## src/rtl/imm_li_encoder.sv

```systemverilog
// imm_li_encoder: turns a 32-bit constant plus a destination register into the
// shortest MIPS load-immediate sequence (nop, addiu, ori, lui, or lui+ori pair).
// Valid/ready on both sides with one constant in flight at a time.
module imm_li_encoder #(
  parameter bit ADDIU_EN = 1'b1,
  parameter int CNT_W    = 16
) (
  input  logic             clk,
  input  logic             reset_n,
  input  logic             in_valid,
  output logic             in_ready,
  input  logic [4:0]       in_rt,
  input  logic [31:0]      in_imm32,
  output logic             out_valid,
  input  logic             out_ready,
  output logic [31:0]      out_instr,
  output logic             out_last,
  output logic [CNT_W-1:0] word_cnt
);

  localparam logic [5:0] OP_ADDIU = 6'h09;
  localparam logic [5:0] OP_ORI   = 6'h0D;
  localparam logic [5:0] OP_LUI   = 6'h0F;

  typedef enum logic [1:0] {IDLE, EMIT1, EMIT2} state_t;

  state_t      state;
  logic [31:0] second_q;

  logic [31:0] first_w;
  logic [31:0] second_w;
  logic        pair;
  logic [15:0] hi;
  logic [15:0] lo;
  logic        sign_fit;

  assign hi       = in_imm32[31:16];
  assign lo       = in_imm32[15:0];
  // Upper 17 bits all equal means the value survives a 16-bit sign extension.
  assign sign_fit = (&in_imm32[31:15]) | ~(|in_imm32[31:15]);

  // Route selection on the offered request; only sampled on acceptance, so
  // unknown inputs while in_valid is low never reach the output registers.
  always_comb begin
    first_w  = 32'h0000_0000;
    second_w = 32'h0000_0000;
    pair     = 1'b0;
    if (in_rt == 5'd0) begin
      first_w = 32'h0000_0000;
    end else if (ADDIU_EN && sign_fit) begin
      first_w = {OP_ADDIU, 5'd0, in_rt, lo};
    end else if (hi == 16'h0000) begin
      first_w = {OP_ORI, 5'd0, in_rt, lo};
    end else if (lo == 16'h0000) begin
      first_w = {OP_LUI, 5'd0, in_rt, hi};
    end else begin
      first_w  = {OP_LUI, 5'd0, in_rt, hi};
      second_w = {OP_ORI, in_rt, in_rt, lo};
      pair     = 1'b1;
    end
  end

  assign in_ready = (state == IDLE);

  // Sequencing FSM with registered output word, last flag and valid.
  always_ff @(posedge clk or negedge reset_n) begin
    if (!reset_n) begin
      state     <= IDLE;
      out_valid <= 1'b0;
      out_instr <= 32'h0000_0000;
      out_last  <= 1'b0;
      second_q  <= 32'h0000_0000;
    end else begin
      case (state)
        IDLE: begin
          if (in_valid) begin
            state     <= EMIT1;
            out_valid <= 1'b1;
            out_instr <= first_w;
            out_last  <= ~pair;
            second_q  <= second_w;
          end
        end
        EMIT1: begin
          if (out_ready) begin
            if (out_last) begin
              state     <= IDLE;
              out_valid <= 1'b0;
            end else begin
              state     <= EMIT2;
              out_instr <= second_q;
              out_last  <= 1'b1;
            end
          end
        end
        EMIT2: begin
          if (out_ready) begin
            state     <= IDLE;
            out_valid <= 1'b0;
          end
        end
        default: begin
          state     <= IDLE;
          out_valid <= 1'b0;
        end
      endcase
    end
  end

  // Count every word handed to the consumer; wraps naturally at 2^CNT_W.
  always_ff @(posedge clk or negedge reset_n) begin
    if (!reset_n) begin
      word_cnt <= '0;
    end else if (out_valid && out_ready) begin
      word_cnt <= word_cnt + CNT_W'(1);
    end
  end

endmodule

```

## config.mk

```make
export PLATFORM = sky130hd
export DESIGN_NAME = imm_li_encoder
export DESIGN_NICKNAME = d
export VERILOG_FILES = /design/src/rtl/imm_li_encoder.sv
export SDC_FILE = /design/constraint.sdc
export NUM_CORES = 1
export LEC_CHECK = 0
export CAP_MARGIN = 20
export CORE_UTILIZATION = 48
export CTS_BUF_LIST = sky130_fd_sc_hd__clkbuf_16
export CTS_CLUSTER_DIAMETER = 40
export DETAILED_ROUTE_END_ITERATION = 16
export PLACE_DENSITY = 0.8
export SKIP_CTS_REPAIR_TIMING = 1
export SYNTH_ARGS = -nofsm -noshare
export SYNTH_HDL_FRONTEND = slang
export SYNTH_SLANG_ARGS = --single-unit
```

## constraint.sdc

```tcl
create_clock -name clk -period 2.2 [get_ports clk]
set_input_delay 0.66 -clock clk [delete_from_list [all_inputs] [get_ports clk]]
set_output_delay 0.66 -clock clk [all_outputs]
set_load 0.01 [all_outputs]
```

## Word level (Yosys, flattened, before mapping)

Index checks and enable logic that the tools add are counted.

| operators by class | value |
|---|---|
| $add $sub $neg | 1 |
| equal/unequal tests | 7 |
| reductions and logical operators | 13 |
| bitwise gates (word level) | 3 |
| muxes and demuxes | 28 |

Operator list:

| kind | number |
|---|---|
| $mux 32 | 5 |
| $mux 30 | 3 |
| $pmux 32 s2 | 1 |
| $logic_not 16->1 | 2 |
| $mux 29 | 1 |
| $mux 28 | 1 |
| $reduce_and 17->1 | 1 |
| $reduce_or 17->1 | 1 |
| $add 16x1->16 const B | 1 |
| $mux 1 | 10 |
| $ne 2x2->1 const B | 5 |
| $mux 2 | 4 |
| $reduce_and 4->1 | 2 |
| $pmux 2 s3 | 1 |
| $reduce_and 3->1 | 2 |
| $logic_not 5->1 | 1 |
| $pmux 1 s3 | 1 |
| $eq 2x1->1 const B | 1 |
| $eq 2x2->1 const B | 1 |
| $logic_not 2->1 | 1 |
| $not 1->1 | 2 |
| $pmux 1 s2 | 1 |
| $reduce_and 2->1 | 1 |
| $reduce_bool 2->1 | 1 |
| 2 further kinds | 2 |

| storage, ports and cells | value |
|---|---|
| bits in registers | 84 |
| word-level logic and storage cells | 58 |
| bits of input ports | 41 |

## Depth between registers and ports, before layout

Gate-level depths: netlist (run 1).

| depth | value |
|---|---|
| depth in word-level cells | 8 |
| depth in mapped cells | 7 |
| depth with buffers taken out | 6 |

## Least setup slack after synthesis (run 1)

No wires, ideal clock.

| timing path | value |
|---|---|
| path kind | input -> register |
| from | in in_rt[1] |
| to | reg out_instr[10] |
| arrival | 1.776 ns |
| library setup time | 0.126 ns |
| stages | 6 |
| setup slack | 0.298 ns |
| buffers on the path | 1 |
| cell sequence | or4_1 -> nor2_2 -> nor2_2 -> buf_2 -> o21ai_0 -> o22ai_1 |

| on the way | value |
|---|---|
| word-level cells in the longest chain between the ends | 4 |

RTL lines:

| item | RTL line | text |
|---|---|---|
| start: declaration | 12 | `input logic [4:0] in_rt,` |
| $logic_not 5->1 | 48 | `if (in_rt == 5'd0) begin` |
| $mux 32 | 48 |  |
| $mux 32 | 76 | `if (in_valid) begin` |
| $pmux 32 s2 | 74 | `case (state)` |
| end signal: assignment | 79 | `out_instr <= first_w;` |
| end signal: assignment | 91 | `out_instr <= second_q;` |
| end: declaration | 16 | `output logic [31:0] out_instr,` |

Every way passes these cells. The select of a mux whose other input is x is not followed.
A chain may end at the register's enable or synchronous reset.

## Worst setup path in the final report (run 1)

| timing path | value |
|---|---|
| from | in in_rt[1] |
| to | reg second_q[1] |

| on the way | value |
|---|---|
| word-level cells in the longest chain between the ends | 2 |

RTL lines:

| item | RTL line | text |
|---|---|---|
| $logic_not 5->1 | 48 |  |
| $mux 32 | 48 |  |
| end signal: assignment | 81 | `second_q <= second_w;` |
| end: declaration | 28 | `logic [31:0] second_q;` |

Every way passes these cells.

==> impl_metrics.py, run 1 <==
metrics = {
    "run_status": {
        "status": "completed",
    },
    "placed_design": {
        "place_area_mm2": 0.00465,
        "io_buffers": 89,
        "place_inst": 516,
        "gp_congestion": 0.841,
        "dpl.hpwl_um": 6570,
    },
    "cts": {
        "cts_buffer_depth": 2,
        "h-tree-depth": 3,
        "cts_tree": "done",
        "cts-root-buf": "clkbuf_16",
        "clock_latency_ns": 0.33,
        "clock-sinks": 71,
        "clk_pin_slew_ns": 0.06,
        "cts-buffers-inserted": 9,
    },
    "setup_path": {
        "cp-end-kind": "flip-flop",
        "worstPathMaxFanout": 9,
        "cp.required_ns": 2.41,
        "reg2reg_slack_ns": 0.45,
        "critical_path.max_stage_delay_ns": 0.59,
        "cpMostUsedCell": "buf_4",
        "path_delay_family": "buffers and inverters",
        "start_kind": "primary input",
        "crit_chain": "clkdlybuf4s50_1 -> or4_4 -> nor2_4 -> buf_4 -> nor3_4 -> buf_4 -> a22o_1",
        "cp_num_buf_inv": 3,
        "slowest_stage": "or4_4",
        "cp.arrival_ns": 2.39,
        "crit_type": "in -> reg",
    },
    "route": {
        "ant_nets": 0,
        "vias": 3133,
        "finalWirelength_um": 9650,
        "drt-pass1-iter-count": 6,
        "drc": 0,
        "vias_per_cell": 5.89,
        "avgRoutedWirePerCell_um": 18.1,
        "drtIter0Drc": 247,
    },
    "die": {
        "pin_count": 92,
        "start_util_pct": 49.4,
        "dieHeight_um": 85.4,
        "fp.dieW_um": 85.4,
        "core-area_mm2": 0.00676,
        "die_area_mm2": 0.00729,
        "rows": 30,
    },
    "power_and_ir_drop": {
        "ir_worst_vdd_mv": 0.695,
        "power_mw": 6.41,
        "p_per_area_mw_per_mm2": 1280,
        "p_leak_nw": 2.18,
    },
    "global_routing": {
        "grt_pass1_wl_um": 15100,
        "grt-ovfl-total": 0,
        "grt_usage_pct": 26.8,
        "grt_pass1_vias": 3242,
        "grt_max_degree": 55,
        "antenna_found_initial": 0,
    },
    "cells_and_area": {
        "drive_gt1_share_pct": 19.9,
        "diodes": 0,
        "final_common_cell": "clkdlybuf4s50_1",
        "fin_area_mm2": 0.00501,
        "syn2layout_area_growth_pct": 50.0,
        "stdcell_count": 532,
        "layout.nets": 491,
        "layout_common_cells": "clkdlybuf4s50_1 (86), dfrtp_1 (70), buf_4 (53), nor2_1 (29), a22o_1 (24)",
    },
    "sta": {
        "hold-worst-slack_ns": 0.267,
        "min_period_ns": 2.18,
        "drv_slew": 0,
        "setup_violations": 0,
        "hold_viol_final": 0,
        "fin_skew_ns": 0.00445,
        "min_period_over_period_pct": 99.2,
        "max_freq_mhz": 458,
    },
    "logic_synthesis": {
        "synth_top_family_by_area": "compound AO/OA/AOI/OAI gates",
        "ys_ff_latch": 71,
        "synthAdderAreaFrac_pct": 0.375,
        "ys_types": 42,
        "synth_xor_area_share_pct": 3.93,
        "syn_inst": 312,
        "yosys_warnings": 0,
        "yosys.area_share.simple_pct": 13.0,
        "syn-cell-area_mm2": 0.00334,
        "syn-mean-instance-area_um2": 10.7,
        "async_flop_share_pct": 100,
        "ys_seq_area_share_pct": 53.2,
        "synthMuxAreaShare_pct": 5.13,
        "synth_edf_count": 0,
        "synth-compound-area-share_pct": 19.2,
        "postSynth.topFlopCell": "dfrtp_1",
    },
    "worst_hold_path": {
        "min_path_type": "in -> async",
    },
    "run": {
        "drv_cap": 0,
    },
}
-- final cells by class --
cell class	instances	area [µm²]
flip-flops and latches	71	1780
fillers	474	1750
multi-input cells	214	1440
repair buffers	146	1370
clock buffers	9	225
well taps	80	100
clock inverters	5	76.3
inverters	7	26.3
-- synth_stat cells (all sizes together), types with 7 or more instances --
| cell | count | share of area (%) |
|---|---|---|
| buf | 16 | 3.7 |
| nor2 | 32 | 3.8 |
| o21ai | 22 | 3.3 |
| o22ai | 16 | 3.0 |
| dfrtp | 71 | 53 |
| inv | 7 | 0.79 |
| nor4 | 9 | 1.9 |
| nand2 | 18 | 2.0 |
| xnor2 | 13 | 3.4 |
| mux2i | 16 | 4.8 |
| a21oi | 21 | 3.3 |
| a22o | 24 | 6.3 |
-- registers in the layout, summed over array words and instances (netlist names) --
name / count
out_instr: 29
out_last: 1
out_valid: 1
second_q: 22
state: 2
word_cnt: 16
-- final timing paths --
path	from	endpoint	cells after the start
worst min register to register	word_cnt[15]	word_cnt[15]	1
min in group clk	word_cnt[15]	word_cnt[15]	1
worst min-delay path	reset_n	word_cnt[6]	1
worst max-delay path	in_rt[1]	second_q[1]	7
worst max register to register	state[0]	out_instr[17]	6
max in group asynchronous	reset_n	state[1]	2
-- logic make-up (layout without fill, tap and decap cells) --
kind of cell,Yosys count,after routing
AO/OA/AOI/OAI,95,95
XOR/XNOR,15,15
adder cells (fa/ha/maj),1,1
buffers and inverters,28,167
flip-flops,71,71
multiplexers,17,17
other,1,2
AND/OR/NAND/NOR,84,84
-- through the flow --
| stage | utilization, % | setup slack [ns] | TNS [ns] |
|---|---|---|---|
| after floorplan | - | 0.298 | 0 |
| after global placement | 68.8 | -0.319 | -11.39 |
| after detailed placement | 68.8 | -0.374 | -12.38 |
| after CTS | 73.3 | -0.0374 | -0.356 |
| after global routing | 74.1 | -0.0345 | -0.257 |
| final | 74.1 | 0.0186 | 0 |
-- metal layers --
metal	GRT usage, %	wire length (µm)	vias up
li1	-	-	1416
met1	33.0	3950	1526
met2	45.4	4870	176
met3	6.23	700	15
met4	11.4	124	0
met5	0	0	-
-- power breakdown --
group	switching, mW	internal [mW]	total, mW
sequential	0.449	1.85	2.30
clock	0.529	0.973	1.50
combinational	1.23	1.38	2.61
-- worst register-to-register path, cell delays in order (launching register included) --
cell	delay (ns)
dfrtp_1	0.47
nand2b_4	0.20
a21o_1	0.30
nor2_1	0.08
buf_4	0.18
a222oi_1	0.32
inv_1	0.08
(Power assumes the default switching activity.)
==> run 2: changes to the inputs <==
--- a/config.mk
+++ b/config.mk
@@ -6,6 +6,7 @@
 export NUM_CORES = 1
 export LEC_CHECK = 0
 export CAP_MARGIN = 20
+export CORE_MARGIN = 2
 export CORE_UTILIZATION = 48
 export CTS_BUF_LIST = sky130_fd_sc_hd__clkbuf_16
 export CTS_CLUSTER_DIAMETER = 40
==> run 2 against run 1 <==
Effect of this change: utilization decreased by 0.87 points; critical endpoint is now second_q[10]; die area increased by 4.7%; highest routed layer unchanged; count of clock-buffer cells in the layout unchanged; register-to-register slack improved by 0.04 ns; critical path type unchanged; wire length decreased by 4.7%.
==> impl_metrics.py, run 2 (synthesized netlist as in run 1, its figures left out) <==
metrics = {
    "placed_design": {
        "gp_congestion": 0.925,
        "dp_slack_ns": -0.378,
        "place_inst": 512,
        "place_area_mm2": 0.00462,
        "dpl.hpwl_um": 6520,
        "io_buffers": 89,
    },
    "cts": {
        "cts_tree": "done",
        "cts-buffers-inserted": 9,
        "clock-sinks": 71,
        "h-tree-depth": 3,
        "cts-root-buf": "clkbuf_16",
        "clock_latency_ns": 0.33,
        "clk_pin_slew_ns": 0.06,
        "cts_buffer_depth": 2,
    },
    "cells_and_area": {
        "final_util_pct": 73.3,
        "final_common_cell": "clkdlybuf4s50_1",
        "reg_top3": "out_instr: 29 flops, second_q: 22 flops, word_cnt: 16 flops",
        "fin_area_mm2": 0.00495,
        "stdcell_count": 529,
        "drive_gt1_share_pct": 19.6,
        "layout_common_cells": "clkdlybuf4s50_1 (86), dfrtp_1 (71), buf_4 (49), nor2_1 (28), a22o_1 (24)",
        "layout.nets": 487,
        "top_register": "out_instr",
        "diodes": 0,
        "largest_reg_flops": 29,
        "syn2layout_area_growth_pct": 48.3,
        "fillCellCount": 474,
    },
    "setup_path": {
        "cp.required_ns": 2.41,
        "cp.arrival_ns": 2.35,
        "cp-end-kind": "flip-flop",
        "reg2reg_slack_ns": 0.49,
        "worstPathMaxFanout": 11,
        "crit_type": "in -> reg",
        "start_kind": "primary input",
    },
    "sta": {
        "fin_skew_ns": 0.00405,
        "drv_slew": 0,
        "layout_setup_ws_ns": 0.0633,
        "min_period_ns": 2.14,
        "min_period_over_period_pct": 97.1,
        "hold-worst-slack_ns": 0.358,
        "max_freq_mhz": 468,
        "slew_headroom_pct": 66.3,
        "worst_pin_slew_ns": 0.506,
        "hold_viol_final": 0,
        "setup_violations": 0,
    },
    "route": {
        "wl_met3_um": 626,
        "vias": 3070,
        "drtIter0Drc": 193,
        "drt-pass1-iter-count": 6,
        "ant_nets": 0,
        "top_layer_used": "met4",
        "vias_per_cell": 5.80,
        "wl_met2_um": 4450,
        "finalWirelength_um": 9190,
        "drc": 0,
        "avgRoutedWirePerCell_um": 17.4,
        "m1WireLength_um": 3950,
    },
    "die": {
        "die_area_mm2": 0.00764,
        "dieHeight_um": 87.4,
        "core-area_mm2": 0.00676,
        "fp.dieW_um": 87.4,
        "start_util_pct": 49.4,
        "pin_count": 92,
        "rows": 30,
    },
    "run": {
        "drv_cap": 0,
    },
    "global_routing": {
        "grt_pass1_vias": 3090,
        "grt_max_degree": 72,
        "antenna_found_initial": 0,
        "grt_pass1_wl_um": 14800,
        "grt-ovfl-total": 0,
        "grt_usage_pct": 25.4,
    },
    "worst_hold_path": {
        "min_path_type": "in -> async",
    },
    "power_and_ir_drop": {
        "ir_worst_vdd_mv": 0.517,
        "p_leak_nw": 2.15,
        "p_per_area_mw_per_mm2": 1240,
        "clockPowerShare_pct": 20.8,
        "seqPwrFrac_pct": 37.2,
        "power_frac_comb_pct": 42.0,
        "p_sw_mw": 2.17,
        "p_int_mw": 3.95,
        "swShare_pct": 35.4,
    },
    "run_status": {
        "status": "completed",
    },
}
==> run 2: changes by cell type in the layout (fill, tap and decap cells not counted), sizes merged <==
cell	delta
clkinv	+3
bufinv	-2
buf	-4
==> run 2: final cells by class <==
class	instances	area [µm²]	area share (%)
clock buffer	9	225	4.55
multi-input combinational	214	1450	29.4
timing repair buffer	142	1340	27.0
inverter	7	26.3	0.531
clock inverter	6	30.0	0.607
sequential	71	1780	35.9
tap	80	100	2.02
==> run 2: critical path, stage by stage <==
cell and delay [ns]:
clkdlybuf4s50_1 0.43, or4_4 0.58, nor2_4 0.13, buf_4 0.14, nor3_4 0.04, buf_4 0.17
a22o_1 0.18
==> run 2: path summary, 6_finish.rpt <==
kind | from | end | cells past startpoint
min in group clk | word_cnt[15] | word_cnt[15] | 1
min | reset_n | word_cnt[5] | 2
max reg2reg | state[0] | out_instr[19] | 6
min reg2reg | word_cnt[15] | word_cnt[15] | 1
max | in_rt[1] | second_q[10] | 7
max in group asynchronous | reset_n | second_q[28] | 2
==> run 2: metrics by stage <==
step             TNS, ns  total power [mW]
2_1_floorplan          0              3.55
3_3_place_gp      -11.66              4.72
3_5_place_dp      -13.40              4.81
4_1_cts           -0.278              6.11
5_1_grt        -0.000903              6.48
6_report               0              6.12
==> run 2: power groups by stage <==
stage | logic, mW | clock network, mW | registers [mW]
global placement | 2.46 | 0 | 2.25
CTS | 2.55 | 1.29 | 2.27
finish | 2.57 | 1.27 | 2.28
floorplan | 1.22 | 0 | 2.33
detailed placement | 2.54 | 0 | 2.27
global route | 2.81 | 1.33 | 2.34
==> run 2: per-layer routing <==
metal | vias up | GRT usage, %
met2 | 151 | 41.5
li1 | 1409 | -
met3 | 13 | 4.36
met4 | 0 | 10.6
met1 | 1497 | 33.4
met5 | - | 0
